### src/rtl/spi_mem_ctrl.sv
// Command decoder and 8-bit single-port RAM behind spi_slave.
// Decodes 10-bit rx words, performs writes, and sequences read-backs onto tx_data/tx_valid.
module spi_mem_ctrl #(
  parameter int MEM_DEPTH = 256,
  parameter int ADDR_SIZE = 8,
  parameter int AUTO_INC  = 0,
  parameter int TX_HOLD   = 10
) (
  input  logic       clk,
  input  logic       rst_n,
  input  logic [9:0] rx_data,
  input  logic       rx_valid,
  output logic [7:0] tx_data,
  output logic       tx_valid,
  output logic       busy,
  output logic       rd_overrun
);

  typedef enum logic [1:0] {IDLE, READ, TX} state_t;

  state_t               state;
  state_t               state_nxt;
  logic [9:0]           cmd_p0;
  logic                 vld_p0;
  logic [ADDR_SIZE-1:0] wr_addr;
  logic [ADDR_SIZE-1:0] rd_addr;
  logic [7:0]           hold_cnt;
  logic [7:0]           mem [MEM_DEPTH];

  logic [1:0]           op;
  logic [ADDR_SIZE-1:0] pay_addr;
  logic [7:0]           pay;
  logic                 rd_req;

  function automatic logic [ADDR_SIZE-1:0] addr_next(input logic [ADDR_SIZE-1:0] a);
    return (AUTO_INC != 0) ? ADDR_SIZE'(a + 1'b1) : a;
  endfunction

  assign op       = cmd_p0[9:8];
  assign pay_addr = cmd_p0[ADDR_SIZE-1:0];
  assign pay      = cmd_p0[7:0];
  assign rd_req   = vld_p0 && (op == 2'b11);
  assign tx_valid = (state == TX);
  assign busy     = (state != IDLE);

  // p0: sample the incoming command word
  always_ff @(posedge clk) begin
    cmd_p0 <= rx_data;
  end

  always_ff @(posedge clk or negedge rst_n) begin
    if (!rst_n) vld_p0 <= 1'b0;
    else        vld_p0 <= rx_valid;
  end

  // p1: decode, memory write and read sequencing
  always_ff @(posedge clk) begin
    if (vld_p0 && (op == 2'b01)) mem[wr_addr] <= pay;
  end

  always_comb begin
    state_nxt = state;
    case (state)
      IDLE:    if (rd_req) state_nxt = READ;
      READ:    state_nxt = TX;
      TX:      if (hold_cnt == 8'd1) state_nxt = IDLE;
      default: state_nxt = IDLE;
    endcase
  end

  always_ff @(posedge clk or negedge rst_n) begin
    if (!rst_n) begin
      state      <= IDLE;
      wr_addr    <= '0;
      rd_addr    <= '0;
      tx_data    <= 8'h00;
      hold_cnt   <= 8'h00;
      rd_overrun <= 1'b0;
    end else begin
      state      <= state_nxt;
      rd_overrun <= rd_req && (state != IDLE);

      if (vld_p0 && (op == 2'b00))      wr_addr <= pay_addr;
      else if (vld_p0 && (op == 2'b01)) wr_addr <= addr_next(wr_addr);

      // A new read address wins over the post-increment of the read in flight
      if (vld_p0 && (op == 2'b10)) rd_addr <= pay_addr;
      else if (state == READ)      rd_addr <= addr_next(rd_addr);

      if (state == READ) begin
        tx_data  <= mem[rd_addr];
        hold_cnt <= 8'(TX_HOLD);
      end else if (state == TX) begin
        hold_cnt <= hold_cnt - 8'd1;
      end
    end
  end

endmodule

### config.mk
export PLATFORM = sky130hd
export DESIGN_NAME = spi_mem_ctrl
export DESIGN_NICKNAME = d
export VERILOG_FILES = /design/src/rtl/spi_mem_ctrl.sv
export SDC_FILE = /design/constraint.sdc
export NUM_CORES = 2
export LEC_CHECK = 0
export CELL_PAD_IN_SITES_DETAIL_PLACEMENT = 0
export CELL_PAD_IN_SITES_GLOBAL_PLACEMENT = 1
export CORE_ASPECT_RATIO = 0.9
export CORE_MARGIN = 8
export CORE_UTILIZATION = 45
export DETAILED_ROUTE_END_ITERATION = 8
export PLACE_DENSITY_LB_ADDON = 0.1
export SYNTH_ARGS = -nofsm -noshare
export SYNTH_HDL_FRONTEND = slang
export SYNTH_SLANG_ARGS = --single-unit
### constraint.sdc
create_clock -name clk -period 4.7 [get_ports clk]
set_clock_uncertainty 0.2 [all_clocks]
set_input_delay 0.94 -clock clk [delete_from_list [all_inputs] [get_ports clk]]
set_output_delay 0.94 -clock clk [all_outputs]
set_load 0.05 [all_outputs]
Word-level counts from Yosys, hierarchy flattened
Memories as Yosys holds them, arrays and structs flattened. A register that Yosys moved wholly into a read port is not among the register bits.
Cells that the tools add are included.
{"block": "word_totals", "ff_bits": 38, "mem_bits_rw": 2048, "inputBits": 13, "output_inout_bits": 11, "word_cells": 35, "n_memories": 1}
{"memory": "mem", "depth": 256, "width": 8, "read_ports": 1, "rd_ports_with_merged_regs": 1, "wr": 1, "line_no": "28", "text": "logic [7:0] mem [MEM_DEPTH];"}
{"block": "classes", "addsub": 1, "n_eq_ne": 8, "mux": 7, "reduce_logical": 11}
{"cell": "8-bit two-way mux", "count": 2}
{"cell": "8-bit by 1-bit equality test with 1-bit output, second input constant", "count": 1}
{"cell": "8-bit by 1-bit subtractor with 8-bit output, second input constant", "count": 1}
{"cell": "2-bit equality test, second input constant", "count": 3}
{"cell": "2-bit one-hot mux with 3 select lines", "count": 1}
{"cell": "1-bit logical AND", "count": 5}
{"cell": "2-bit by 1-bit equality test with 1-bit output, second input constant", "count": 2}
{"cell": "2-bit logical NOT", "count": 2}
{"cell": "2-bit two-way mux", "count": 2}
{"cell": "2-bit nonzero test", "count": 2}
{"cell": "1-bit two-way mux", "count": 2}
{"cell": "2-bit by 1-bit inequality test with 1-bit output, second input constant", "count": 1}
{"cell": "2-bit inequality test, second input constant", "count": 1}
{"cell": "2-bit AND reduction", "count": 1}
{"cell": "1-bit logical NOT", "count": 1}

Depth between registers and ports, before layout
{"block": "logic_depth", "depth_word": 4, "depth_mapped": 13, "depth_no_buf": 9}

Least setup slack after synthesis
Ideal clock, no wire load.
{"block": "synth_path", "path_kind": "register -> register", "start": "register cmd_p0[0]", "end": "memory mem[0][0], data pin", "setup_time_ps": 857, "arrival_time_ps": 3406, "t_required_ps": 3643, "slack_ps": 237, "path_stages_with_launch": 1, "n_path_buf": 0, "period_less_slack_ps": 4463, "path_cell_list": "dfxtp_1"}
{"item": "start: declaration", "line_no": "23", "text": "logic [9:0] cmd_p0;"}
{"item": "start signal: assignment", "line_no": "48", "text": "cmd_p0 <= rx_data;"}
{"item": "end: declaration", "line_no": "28"}
No word-level cell before the write port.

==> flow_metrics.tcl <==
set metrics [dict create \
    status "complete, no violations" \
    die_w_um 465 \
    cp_common_cell "buf_4" \
    maxCapViolations 0 \
    drc 0 \
    start_util 0.453 \
    fin_nets 4318 \
    wl_per_cell_um 31.2 \
    startpoint "rd_addr[1]$_DFFE_PN0P_" \
    start_kind "flip-flop" \
    grtUsageMet3 0.0382 \
    worstPathRequired_ns 5.26 \
    tritoncts "yes" \
    syn-num-nets 4102 \
    grt_max_degree 161 \
    layout-drive-gt1-share 0.202 \
    p_int_uw 32200 \
    antenna_found_initial 4 \
    period_share 0.903 \
    die-area_um2 195000 \
    synth_cells 4083 \
    crit_buf_inv 2 \
    h-tree-depth 4 \
    sw_frac_of_total 0.258 \
    syn_area_um2 81700 \
    postRouteAntennaNets 0 \
    gp_congestion 0.831 \
    wl_um 215000 \
    power_frac_clock 0.377 \
    drv_slew 0 \
    cts_resized 0 \
    rsz0062_at_grt "no" \
    critPathTopFamily "simple AND/OR/NAND/NOR gates" \
    grt_pass1_vias 41000 \
    relSlewSlack 0.241 \
    grt_pass1_wl_um 308000 \
    p_switching_uw 11200 \
    tightestPinTransition_ns 1.14 \
    busiest_layer "met2" \
    fmax_mhz 236 \
    hold_slack_ns 0.311 \
    rrSetupSlack_ns 0.46 \
    first_pass_iters 5 \
    synth-edff-count 2048 \
    cellLeakagePower_uw 0.0293 \
    path_cells "buf_4 > nand2_2 > buf_4 > o221ai_1 > o22ai_1 > o21ai_0 > a31oi_1 > nor4_1 > a211o_1" \
    min-delay-start "state[1]$_DFFE_PN0P_" \
    power_density_nw_per_um2 472 \
    seqPwrFrac 0.481 \
    hold_class "reg2reg" \
    final_common_cell "edfxtp_1" \
    met2_usage 0.336 \
    cp.arrival_ns 4.80 \
    drtIter0Drc 4417 \
    diodes 0 \
    clock_path_buffers 3 \
    yosysSeqAreaShare 0.766 \
    holdPathStages 2 \
    portBuffers 23 \
    track_usage 0.217 \
    core_um2 181000 \
    pwr-share-comb 0.142 \
    fill_cells 14600 \
    cts_setup_buffers 0 \
    fin_setup_tns_ns 0 \
    numCtsBuffers 210 \
    period_needed_ns 4.24 \
    synthArstFlopShare 0.0172 \
    synth_top_flop_cell "edfxtp_1" \
    critPathKind "reg2reg" \
    rows 148 \
    reg2reg_to "tx_data[1]$_DFFE_PN0P_" \
    hold_end "state[1]$_DFFE_PN0P_" \
    layout_common_cells "edfxtp_1, mux4_2, mux2i_1" \
    finalHoldViolCount 0 \
    grtUsageMet1 0.324 \
    cp-end-kind "flip-flop" \
    ctsHoldBuffers 1 \
    synth_seq_cells 2094 \
    chipHeight_um 420 \
    reg2regPathDepth 9 \
    crit_fanout 20 \
    root_buffer "clkbuf_16" \
    vdd_drop_max_mv 0.392 \
    cp_slowest_stage_delay_ns 0.94 \
    vias_per_cell 5.91 \
    syn-mean-instance-area_um2 20.0 \
    ios 24 \
    crit_slowest_cell "nor4_1" \
    clkLatencyLatePin_ns 0.83 \
    vias 40700 \
    cts_sinks 2094 \
    area_delta_synth_final_pct 12.7 \
    placed_area_um2 85400 \
    clkTransAtPathRegs_ns 0.06 \
    postLayoutCellArea_um2 92100 \
    ys_warn_count 0 \
    setup_viol 0 \
    hpwl_um 133000 \
    reg2reg_from "rd_addr[1]$_DFFE_PN0P_" \
    gr-total-overflow 0 \
    final_util 0.510 \
    netlist-cell-type-count 63 \
]
[cell usage after synthesis (16+ instances only)]
master | count | area (um^2)
mux4_1 | 31 | 815
buf_2 | 65 | 325
o22ai_1 | 110 | 688
nor2_1 | 301 | 1130
mux4_2 | 329 | 7410
mux2i_1 | 321 | 3210
a21oi_1 | 64 | 320
nand3_1 | 59 | 295
a22oi_1 | 83 | 623
dfrtp_1 | 36 | 901
buf_4 | 18 | 135
mux2_2 | 20 | 225
o21ai_0 | 39 | 195
buf_6 | 32 | 360
edfxtp_1 | 2048 | 61500
a211oi_1 | 38 | 285
buf_8 | 18 | 270
nor3_1 | 42 | 210
clkbuf_1 | 94 | 353
a31oi_1 | 16 | 100
nand2_1 | 87 | 327
o221ai_1 | 68 | 596
[worst register-to-register path: stages (launching register included)]
cell and delay [ns]:
dfrtp_4 0.69, buf_4 0.40, nand2_2 0.33, buf_4 0.36
o221ai_1 0.32, o22ai_1 0.14, o21ai_0 0.28, a31oi_1 0.32
nor4_1 0.94, a211o_1 0.19
[metrics by stage]
stage          power [uW]  std cells  setup WS (ns)
4_1_cts             43800       6881          0.394
5_1_grt             44900       6881          0.388
3_3_place_gp        27500       6486          0.391
3_5_place_dp        27500       6486          0.433
6_report            43500       6881          0.458
2_1_floorplan       25300       4083          0.237
[registers in the layout, indices dropped and copies added (netlist names)]
| name | cells |
|---|---|
| hold_cnt | 8 |
| cmd_p0 | 10 |
| state | 2 |
| rd_overrun | 1 |
| wr_addr | 8 |
| vld_p0 | 1 |
| mem | 2048 |
| rd_addr | 8 |
| tx_data | 8 |
[worst max path at each step]
stage	to	slack (ns)	depth (start not counted)
after floorplan	mem[0][0]$_DFFE_PP_	0.24	0
after CTS	tx_data[1]$_DFFE_PN0P_	0.39	9
after global placement	tx_data[1]$_DFFE_PN0P_	0.39	9
after global routing	tx_data[1]$_DFFE_PN0P_	0.39	9
after detailed placement	tx_data[1]$_DFFE_PN0P_	0.43	9
final	tx_data[1]$_DFFE_PN0P_	0.46	9
[cell families after synthesis]
family / count (synthesis) / synth area share
compound gates: 462 / 0.0392
xor+xnor: 2 / 0.000214
fa+ha+maj: 6 / 0.000919
buf+inv: 266 / 0.0216
flops: 2094 / 0.766
mux: 701 / 0.143
simple gates: 552 / 0.0292
[power groups by stage]
stage	Combinational, uW	Clock [uW]	Sequential [uW]
3_3_place_gp	6170	0	21300
4_1_cts	6200	16700	20900
2_1_floorplan	3870	0	21400
3_5_place_dp	6180	0	21300
5_1_grt	6500	17400	20900
6_report	6150	16400	20900
[metal layers]
metal  wire [um]  part of all wire
met4        4990             0.023
met1       97600              0.45
met5          13          0.000061
met2       98900              0.46
met3       13300             0.062
[cell type report]
class	count	area (um^2)	share of cell area
multi-input cells	1723	17400	0.189
clock inverters	118	1000	0.0109
flip-flops and latches	2094	62600	0.680
clock buffers	276	5710	0.0620
repair buffers	254	2300	0.0250
well taps	2400	3000	0.0326
inverters	16	61.3	0.000666
Power figures use the tool's default switching activity.
